<file path="src/rtl/gb_interrupt_ctrl.sv">
// ---------------------------------------------------------------------------
// gb_interrupt_ctrl
//
// Game Boy interrupt controller. Holds the IF (FF0F) and IE (FFFF) registers
// and the IME master enable, arbitrates pending requests by fixed priority
// (bit 0 highest) and runs the CPU dispatch handshake:
//   IDLE --int_ack (while int_req)--> PUSH --int_sel--> IDLE (+vec_valid)
//
// Optional feature macro: GB_IE_PUSH_QUIRK_EN
//   defined   : the winner is re-evaluated from pending at int_sel, so IE/IF
//               writes during the PC push (e.g. the push landing on FFFF)
//               change the outcome; nothing pending gives vector 0000.
//   undefined : the winning index is latched at int_ack and issued at int_sel
//               regardless of later IE/IF changes.
//
// Ports
//   clk            system clock, rising edge
//   reset          synchronous active-low reset
//   data_i[7:0]    IO bus write data
//   addr[15:0]     IO bus address
//   wren           IO bus write strobe
//   data_o[7:0]    combinational read data for addr
//   irq_vblank, irq_stat, irq_timer, irq_serial, irq_joypad
//                  one-cycle request pulses, IF bits 0..4
//   ime_set        EI/RETI effect, sets IME
//   ime_clear      DI effect, clears IME (wins over ime_set)
//   int_ack        CPU starts dispatch (pulse)
//   int_sel        CPU finished high-byte push, select vector (pulse)
//   int_req        dispatch request to the CPU
//   wake           HALT/STOP wakeup, any enabled pending bit (IME ignored)
//   ime            current IME
//   int_vector     dispatch target, holds between dispatches
//   vec_valid      one-cycle pulse, int_vector valid
// ---------------------------------------------------------------------------
module gb_interrupt_ctrl (
  input  logic        clk,
  input  logic        reset,
  input  logic [7:0]  data_i,
  input  logic [15:0] addr,
  input  logic        wren,
  output logic [7:0]  data_o,
  input  logic        irq_vblank,
  input  logic        irq_stat,
  input  logic        irq_timer,
  input  logic        irq_serial,
  input  logic        irq_joypad,
  input  logic        ime_set,
  input  logic        ime_clear,
  input  logic        int_ack,
  input  logic        int_sel,
  output logic        int_req,
  output logic        wake,
  output logic        ime,
  output logic [15:0] int_vector,
  output logic        vec_valid
);

  localparam logic [15:0] ADDR_IF = 16'hFF0F;
  localparam logic [15:0] ADDR_IE = 16'hFFFF;

  typedef enum logic {
    ST_IDLE = 1'b0,
    ST_PUSH = 1'b1
  } state_t;

  state_t      state;
  logic [4:0]  if_q;
  logic [7:0]  ie_q;
  logic        ime_q;
  logic [15:0] vector_q;
  logic        vec_valid_q;

  // Lowest set bit wins; caller qualifies with |vec.
  function automatic logic [2:0] prio_idx(input logic [4:0] vec);
    logic [2:0] idx;
    idx = 3'd0;
    for (int i = 4; i >= 0; i--) begin
      if (vec[i]) idx = 3'(i);
    end
    return idx;
  endfunction

  // 0040 + 8*idx; idx <= 4 only touches bits 5:3, so concatenation suffices.
  function automatic logic [15:0] vec_of(input logic [2:0] idx);
    return {8'h00, 2'b01, idx, 3'b000};
  endfunction

  // -------------------------------------------------------------------------
  // Request decode
  // -------------------------------------------------------------------------
  logic [4:0] irq_set;
  logic [4:0] pending;
  logic       any_pending;
  logic       ack_accept;
  logic       sel_fire;
  logic       wr_if;
  logic       wr_ie;

  assign irq_set     = {irq_joypad, irq_serial, irq_timer, irq_stat, irq_vblank};
  assign pending     = ie_q[4:0] & if_q;
  assign any_pending = |pending;
  assign wake        = any_pending;
  assign int_req     = ime_q & any_pending & (state == ST_IDLE);
  assign ack_accept  = int_ack & int_req;
  assign sel_fire    = int_sel & (state == ST_PUSH);
  assign wr_if       = wren & (addr == ADDR_IF);
  assign wr_ie       = wren & (addr == ADDR_IE);

  // -------------------------------------------------------------------------
  // Vector selection at int_sel
  // -------------------------------------------------------------------------
  logic        sel_valid;   // a real source was selected (bit to clear)
  logic [2:0]  sel_idx;
  logic [15:0] sel_vector;
  logic [4:0]  clear_mask;

`ifdef GB_IE_PUSH_QUIRK_EN
  // Re-arbitrate on the live pending set; IE/IF may have moved during PUSH.
  assign sel_valid = any_pending;
  assign sel_idx   = prio_idx(pending);
`else
  logic [2:0] idx_q;        // winner frozen at int_ack

  assign sel_valid = 1'b1;
  assign sel_idx   = idx_q;

  always_ff @(posedge clk) begin
    if (!reset) begin
      idx_q <= 3'd0;
    end else if (ack_accept) begin
      idx_q <= prio_idx(pending);
    end
  end
`endif

  assign sel_vector = sel_valid ? vec_of(sel_idx) : 16'h0000;

  // NOTE: every output of an always_comb gets a default before any branch;
  // otherwise an unassigned path infers a latch.
  always_comb begin
    clear_mask = 5'b0;
    if (sel_fire && sel_valid) clear_mask[sel_idx] = 1'b1;
  end

  // -------------------------------------------------------------------------
  // IF / IE / IME
  // -------------------------------------------------------------------------
  // Per-bit precedence: request set > dispatch clear > bus write.
  logic [4:0] if_next;

  always_comb begin
    if_next = if_q;
    if (wr_if) if_next = data_i[4:0];
    if_next = (if_next & ~clear_mask) | irq_set;
  end

  // NOTE: sequential state uses non-blocking assignments so every register
  // samples pre-edge values regardless of statement order.
  always_ff @(posedge clk) begin
    if (!reset) begin
      if_q  <= 5'b0;
      ie_q  <= 8'h00;
      ime_q <= 1'b0;
    end else begin
      if_q <= if_next;
      if (wr_ie) ie_q <= data_i;
      // Clear (DI or an accepted dispatch) wins over set.
      if (ime_clear || ack_accept) ime_q <= 1'b0;
      else if (ime_set)            ime_q <= 1'b1;
    end
  end

  // -------------------------------------------------------------------------
  // Dispatch FSM with registered vector outputs
  // -------------------------------------------------------------------------
  always_ff @(posedge clk) begin
    if (!reset) begin
      state       <= ST_IDLE;
      vector_q    <= 16'h0000;
      vec_valid_q <= 1'b0;
    end else begin
      vec_valid_q <= 1'b0;
      case (state)
        ST_IDLE: begin
          // Stray int_ack (no request) and stray int_sel are ignored here.
          if (ack_accept) state <= ST_PUSH;
        end
        ST_PUSH: begin
          // int_ack is ignored while the push is in progress.
          if (int_sel) begin
            vector_q    <= sel_vector;
            vec_valid_q <= 1'b1;
            state       <= ST_IDLE;
          end
        end
        default: state <= ST_IDLE;
      endcase
    end
  end

  assign ime        = ime_q;
  assign int_vector = vector_q;
  assign vec_valid  = vec_valid_q;

  // -------------------------------------------------------------------------
  // Read mux
  // -------------------------------------------------------------------------
  always_comb begin
    data_o = 8'hFF;
    if (addr == ADDR_IF)      data_o = {3'b111, if_q};
    else if (addr == ADDR_IE) data_o = ie_q;
  end

endmodule

</file>
<file path="config.mk">
export PLATFORM = sky130hd
export DESIGN_NAME = gb_interrupt_ctrl
export DESIGN_NICKNAME = d
export VERILOG_FILES = /design/src/rtl/gb_interrupt_ctrl.sv
export SDC_FILE = /design/constraint.sdc
export NUM_CORES = 1
export LEC_CHECK = 0
export CAP_MARGIN = 20
export CORE_MARGIN = 3
export CORE_UTILIZATION = 36
export DETAILED_ROUTE_END_ITERATION = 8
export PLACE_DENSITY = 0.73
export REMOVE_ABC_BUFFERS = 1
export SYNTH_ARGS = -nofsm -noshare
export SYNTH_HDL_FRONTEND = slang
export SYNTH_SLANG_ARGS = --single-unit
export TNS_END_PERCENT = 1
</file>
<file path="constraint.sdc">
create_clock -name clk -period 1.4 [get_ports clk]
set_clock_uncertainty 0.15 [all_clocks]
set_input_delay 0.28 -clock clk [delete_from_list [all_inputs] [get_ports clk]]
set_output_delay 0.28 -clock clk [all_outputs]
set_load 0.05 [all_outputs]
</file>
# Yosys cells after proc, flatten, opt, wreduce, memory -nomap -nowiden
# Cells that the tools add are included.
# totals
register_bits,23
in_bits,36
out_inout_bits,28
elab_cells,44
# classes
magnitude_cmp,2
eq_ne,2
n_mux,15
bitwise,12
reduce_logical,6
# ops
operator,n
"equality test 16 bit, second input constant",2
two-way mux 8 bit,2
two-way mux 3 bit,5
AND 5 bit,2
two-way mux 5 bit,2
AND 1 bit,6
inverter 5 bit,1
OR 5 bit,1
OR reduction 5 bit,1
"less-than comparator 3 x 4 -> 1 bit, second input constant",1
two-way mux 1 bit,4
AND reduction 2 bit,2
demux 1 bit (select 3 bit),1
"greater-or-equal comparator 3 x 1 -> 1 bit, second input constant",1
inverter 1 bit,2
one-hot mux 1 bit (2 select lines),1
OR reduction 2 bit,1
logical AND 1 bit,1
logical OR 1 bit,1

# Logic depth before layout (Yosys ltp)
# depth
depth_word,8
mapped_depth,5
depth_no_buf,4

# Least setup slack after synthesis
# No wires, ideal clock.
# synth_timing
path_type,register -> output
start,register if_q[3]
end,output port int_req
t_arrival_ns,1.581
required_ns,0.970
slack_ns,-0.611
stages_incl_launch_ff,4
path_buffers,0
cell_sequence,dfxtp_1 > a22oi_1 > nand3_1 > and3b_1
# synth_via
elab_chain_cells,4
# synth_lines
element,line,text
from (decl),67,logic [4:0] if_q;
from (signal assigned),165,if_q <= if_next;
AND 5 bit,100,assign pending = ie_q[4:0] & if_q;
OR reduction 5 bit,101,assign any_pending = |pending;
named net wake,52,"output logic wake,"
AND 1 bit (2 in series),103,assign int_req = ime_q & any_pending & (state == ST_IDLE);
to (decl),51,"output logic int_req,"
# The timed path passes the listed nets, and every way through them passes these cells.

# Worst setup path after layout
# layout_timing
start,register if_q[1]
end,output port int_req
# layout_via
elab_chain_cells,4
# layout_lines
element,line
AND 5 bit,100
OR reduction 5 bit,101
AND 1 bit (2 in series),103
# Every way passes these cells.

==> impl_metrics.tcl <==
set metrics [dict create \
    p_leak_nw 1.06 \
    p_seq_frac 0.516 \
    setup_slack_ps -411 \
    ctsLongestPathBuffers 2 \
    final_net_count 272 \
    sequential_area_share_after_synthesis 0.364 \
    floorplan.initialDensity 0.395 \
    power.density_cell_area_nw_per_um2 574 \
    worst_ir_drop_vdd_uv 401 \
    hold_ws_ps 322 \
    globalRouteOverflowTotal 0 \
    period_minus_slack_ps 1810 \
    design.core.area_um2 3200 \
    syn-cell-area_um2 1270 \
    layout.cells.most_common "sky130_fd_sc_hd__buf_4" \
    power.switching_mw 0.377 \
    clk_pin_slew_ps 130 \
    finalSetupViolCount 28 \
    power.switching_fraction 0.286 \
    dpl_worst_slack_ps -1010 \
    post_synth_inst_count 145 \
    placedCellCount 267 \
    holdCritPathClass "reg2reg" \
    clockPowerShare 0.244 \
    setup.worst_path.end_class "output pin" \
    pin_count 64 \
    timing.reg2reg.worst_path_depth 7 \
    drt-total-wl_mm 3.94 \
    placement.io_buffers 51 \
    violated_checks "negative setup slack" \
    outcome "finished with violations" \
    final-max-slew-violation-count 0 \
    whs_path_depth 2 \
    ys_warn_count 0 \
    die_height_um 65.3 \
    dieArea_um2 4260 \
    report.final.hold_viol_count 0 \
    syn-mean-instance-area_um2 8.73 \
    drtIter0Drc 54 \
    crit_fanout 2 \
    area_of_the_multi_input_gates_um2 816 \
    route.detailed.wl_per_inst_um 14.1 \
    clock_latency_ps 320 \
    max_freq_mhz 552 \
    final_min_period_over_clock_period 1.29 \
    grt_pass1_vias 1495 \
    router_iterations_before_antenna_repair 4 \
    area_delta_synth_final_pct 81.2 \
    fillers 243 \
    place_congestion 0.790 \
    grt_first_pass_wirelength_mm 6.79 \
    critPathArrivalTime_ps 1380 \
    max_cap_violations 0 \
    p_int_mw 0.940 \
    antenna_found_initial 0 \
    grt_util_overall 0.201 \
    worstSetupStartpointType "flip-flop" \
    ctsRootBufferMaster "sky130_fd_sc_hd__clkbuf_4" \
    cts.sink_count 23 \
    clock_tree_from_tritoncts "built" \
    floorplan_row_count 20 \
    most-common-layout-cells "sky130_fd_sc_hd__buf_4, sky130_fd_sc_hd__nand2_1, sky130_fd_sc_hd__buf_6" \
    layout.cells.non_filler 279 \
    drcViolationCount 0 \
    cts_hold_buf 0 \
    post_route_cells_drive_above_1_share 0.400 \
    route.vias.total 1415 \
    route.antenna.remaining_nets 0 \
    level_count_of_the_clock_h_tree 1 \
    antenna_cells_inserted 0 \
    critPathKind "reg2out" \
    avgViaCountPerCell 5.07 \
    power.share.combinational 0.240 \
    grt_setup_unrepaired "true" \
    die-width_um 65.3 \
    synthesized_flop_and_latch_total 23 \
    sequential_cell_area_um2 465 \
    required_ps 970 \
    numCtsBuffers 3 \
    grt_max_degree 22 \
    dp.final_hpwl_mm 3.03 \
    synth.lib_cells_used.distinct 36 \
]
## what timing repair did
action,CTS,global route
cloned,0,0
setup endpoints to repair,28,29
pin swaps,14,4
buffers inserted,8,0
resized for setup,88,5
## flip-flops by register name (all words and copies together) (netlist names)
name        count
idx_q           3
ie_q            8
if_q            5
ime             1
int_vector      4
state           1
vec_valid       1
## metal layers
metal	global-route usage	part of all wire
met3	0.0410	0.082
met2	0.368	0.50
met4	0.0466	0.0079
met1	0.239	0.41
met5	0	0
## worst max-delay path: stages (launching register included)
cell and delay [ps]:
sky130_fd_sc_hd__dfxtp_2 350, sky130_fd_sc_hd__a22oi_2 230, sky130_fd_sc_hd__nand3_2 130, sky130_fd_sc_hd__and3b_1 200, sky130_fd_sc_hd__buf_6 150
## stage by stage
step | area (um^2) | setup TNS (ps) | utilization | power (mW)
6_report | 2290 | -6360 | 0.716 | 1.32
5_1_grt | 2290 | -8590 | 0.716 | 1.38
4_1_cts | 2280 | -6230 | 0.711 | 1.32
3_5_place_dp | 2070 | -18090 | 0.645 | 0.997
3_3_place_gp | 2070 | -15810 | 0.645 | 0.989
2_1_floorplan | 1200 | -4700 | - | 0.812
## final timing paths
kind | from | endpoint | slack, ps
worst max register to register | ie_q[3] | idx_q[2] | -160
worst min-delay path | ie_q[6] | ie_q[6] | 320
worst max-delay path | if_q[1] | int_req | -410
worst min register to register | ie_q[6] | ie_q[6] | 320
## final cells by class
type,instances,area share
repair buffers,91,0.405
multi-input cells,116,0.356
well taps,44,0.0240
inverters,1,0.00164
clock buffers,4,0.0115
flip-flops and latches,23,0.203
## cells in the mapped netlist
master | n | area share
sky130_fd_sc_hd__nor4b_1 | 1 | 0.0069
sky130_fd_sc_hd__inv_1 | 1 | 0.0030
sky130_fd_sc_hd__o22a_1 | 5 | 0.035
sky130_fd_sc_hd__buf_2 | 2 | 0.0079
sky130_fd_sc_hd__conb_1 | 1 | 0.0030
sky130_fd_sc_hd__a21boi_1 | 1 | 0.0059
sky130_fd_sc_hd__nand3b_1 | 1 | 0.0059
sky130_fd_sc_hd__nor4_4 | 1 | 0.017
sky130_fd_sc_hd__a32o_1 | 1 | 0.0079
sky130_fd_sc_hd__a21oi_1 | 7 | 0.028
sky130_fd_sc_hd__and4_2 | 1 | 0.0079
sky130_fd_sc_hd__and2_1 | 1 | 0.0049
sky130_fd_sc_hd__mux2i_1 | 9 | 0.071
sky130_fd_sc_hd__nor3_1 | 2 | 0.0079
sky130_fd_sc_hd__a221o_1 | 5 | 0.040
sky130_fd_sc_hd__nor4b_4 | 1 | 0.019
sky130_fd_sc_hd__and3b_1 | 1 | 0.0069
sky130_fd_sc_hd__a31oi_1 | 1 | 0.0049
sky130_fd_sc_hd__nor2b_1 | 5 | 0.025
sky130_fd_sc_hd__a21boi_0 | 2 | 0.012
sky130_fd_sc_hd__nand2_1 | 29 | 0.086
sky130_fd_sc_hd__buf_4 | 12 | 0.071
sky130_fd_sc_hd__and3_1 | 2 | 0.0099
sky130_fd_sc_hd__o21a_1 | 2 | 0.012
sky130_fd_sc_hd__nand2b_1 | 1 | 0.0049
sky130_fd_sc_hd__a221oi_1 | 5 | 0.035
sky130_fd_sc_hd__nand3_2 | 1 | 0.0079
sky130_fd_sc_hd__nand3_1 | 4 | 0.016
sky130_fd_sc_hd__nor3b_1 | 1 | 0.0059
sky130_fd_sc_hd__or2_2 | 3 | 0.015
sky130_fd_sc_hd__clkbuf_1 | 2 | 0.0059
sky130_fd_sc_hd__a22oi_1 | 2 | 0.012
sky130_fd_sc_hd__dfxtp_1 | 23 | 0.36
sky130_fd_sc_hd__and2_2 | 1 | 0.0059
sky130_fd_sc_hd__nand4_1 | 4 | 0.020
sky130_fd_sc_hd__nor2_1 | 4 | 0.012
## logic make-up (layout without fill, tap and decap cells)
kind of cell	Yosys count	in the layout	synth area share
buffers and inverters	17	96	0.0879
other	1	12	0.00296
AND/OR/NAND/NOR	64	64	0.284
multiplexers	9	9	0.0711
AO/OA/AOI/OAI	31	31	0.191
flip-flops	23	23	0.364
## power by group through the flow
stage / sequential, mW / combinational [mW] / clock, mW
2_1_floorplan: 0.700 / 0.112 / 0
3_5_place_dp: 0.692 / 0.305 / 0
6_report: 0.680 / 0.316 / 0.321
3_3_place_gp: 0.691 / 0.298 / 0
4_1_cts: 0.680 / 0.312 / 0.331
5_1_grt: 0.683 / 0.337 / 0.362
Power figures use the tool's default switching activity.
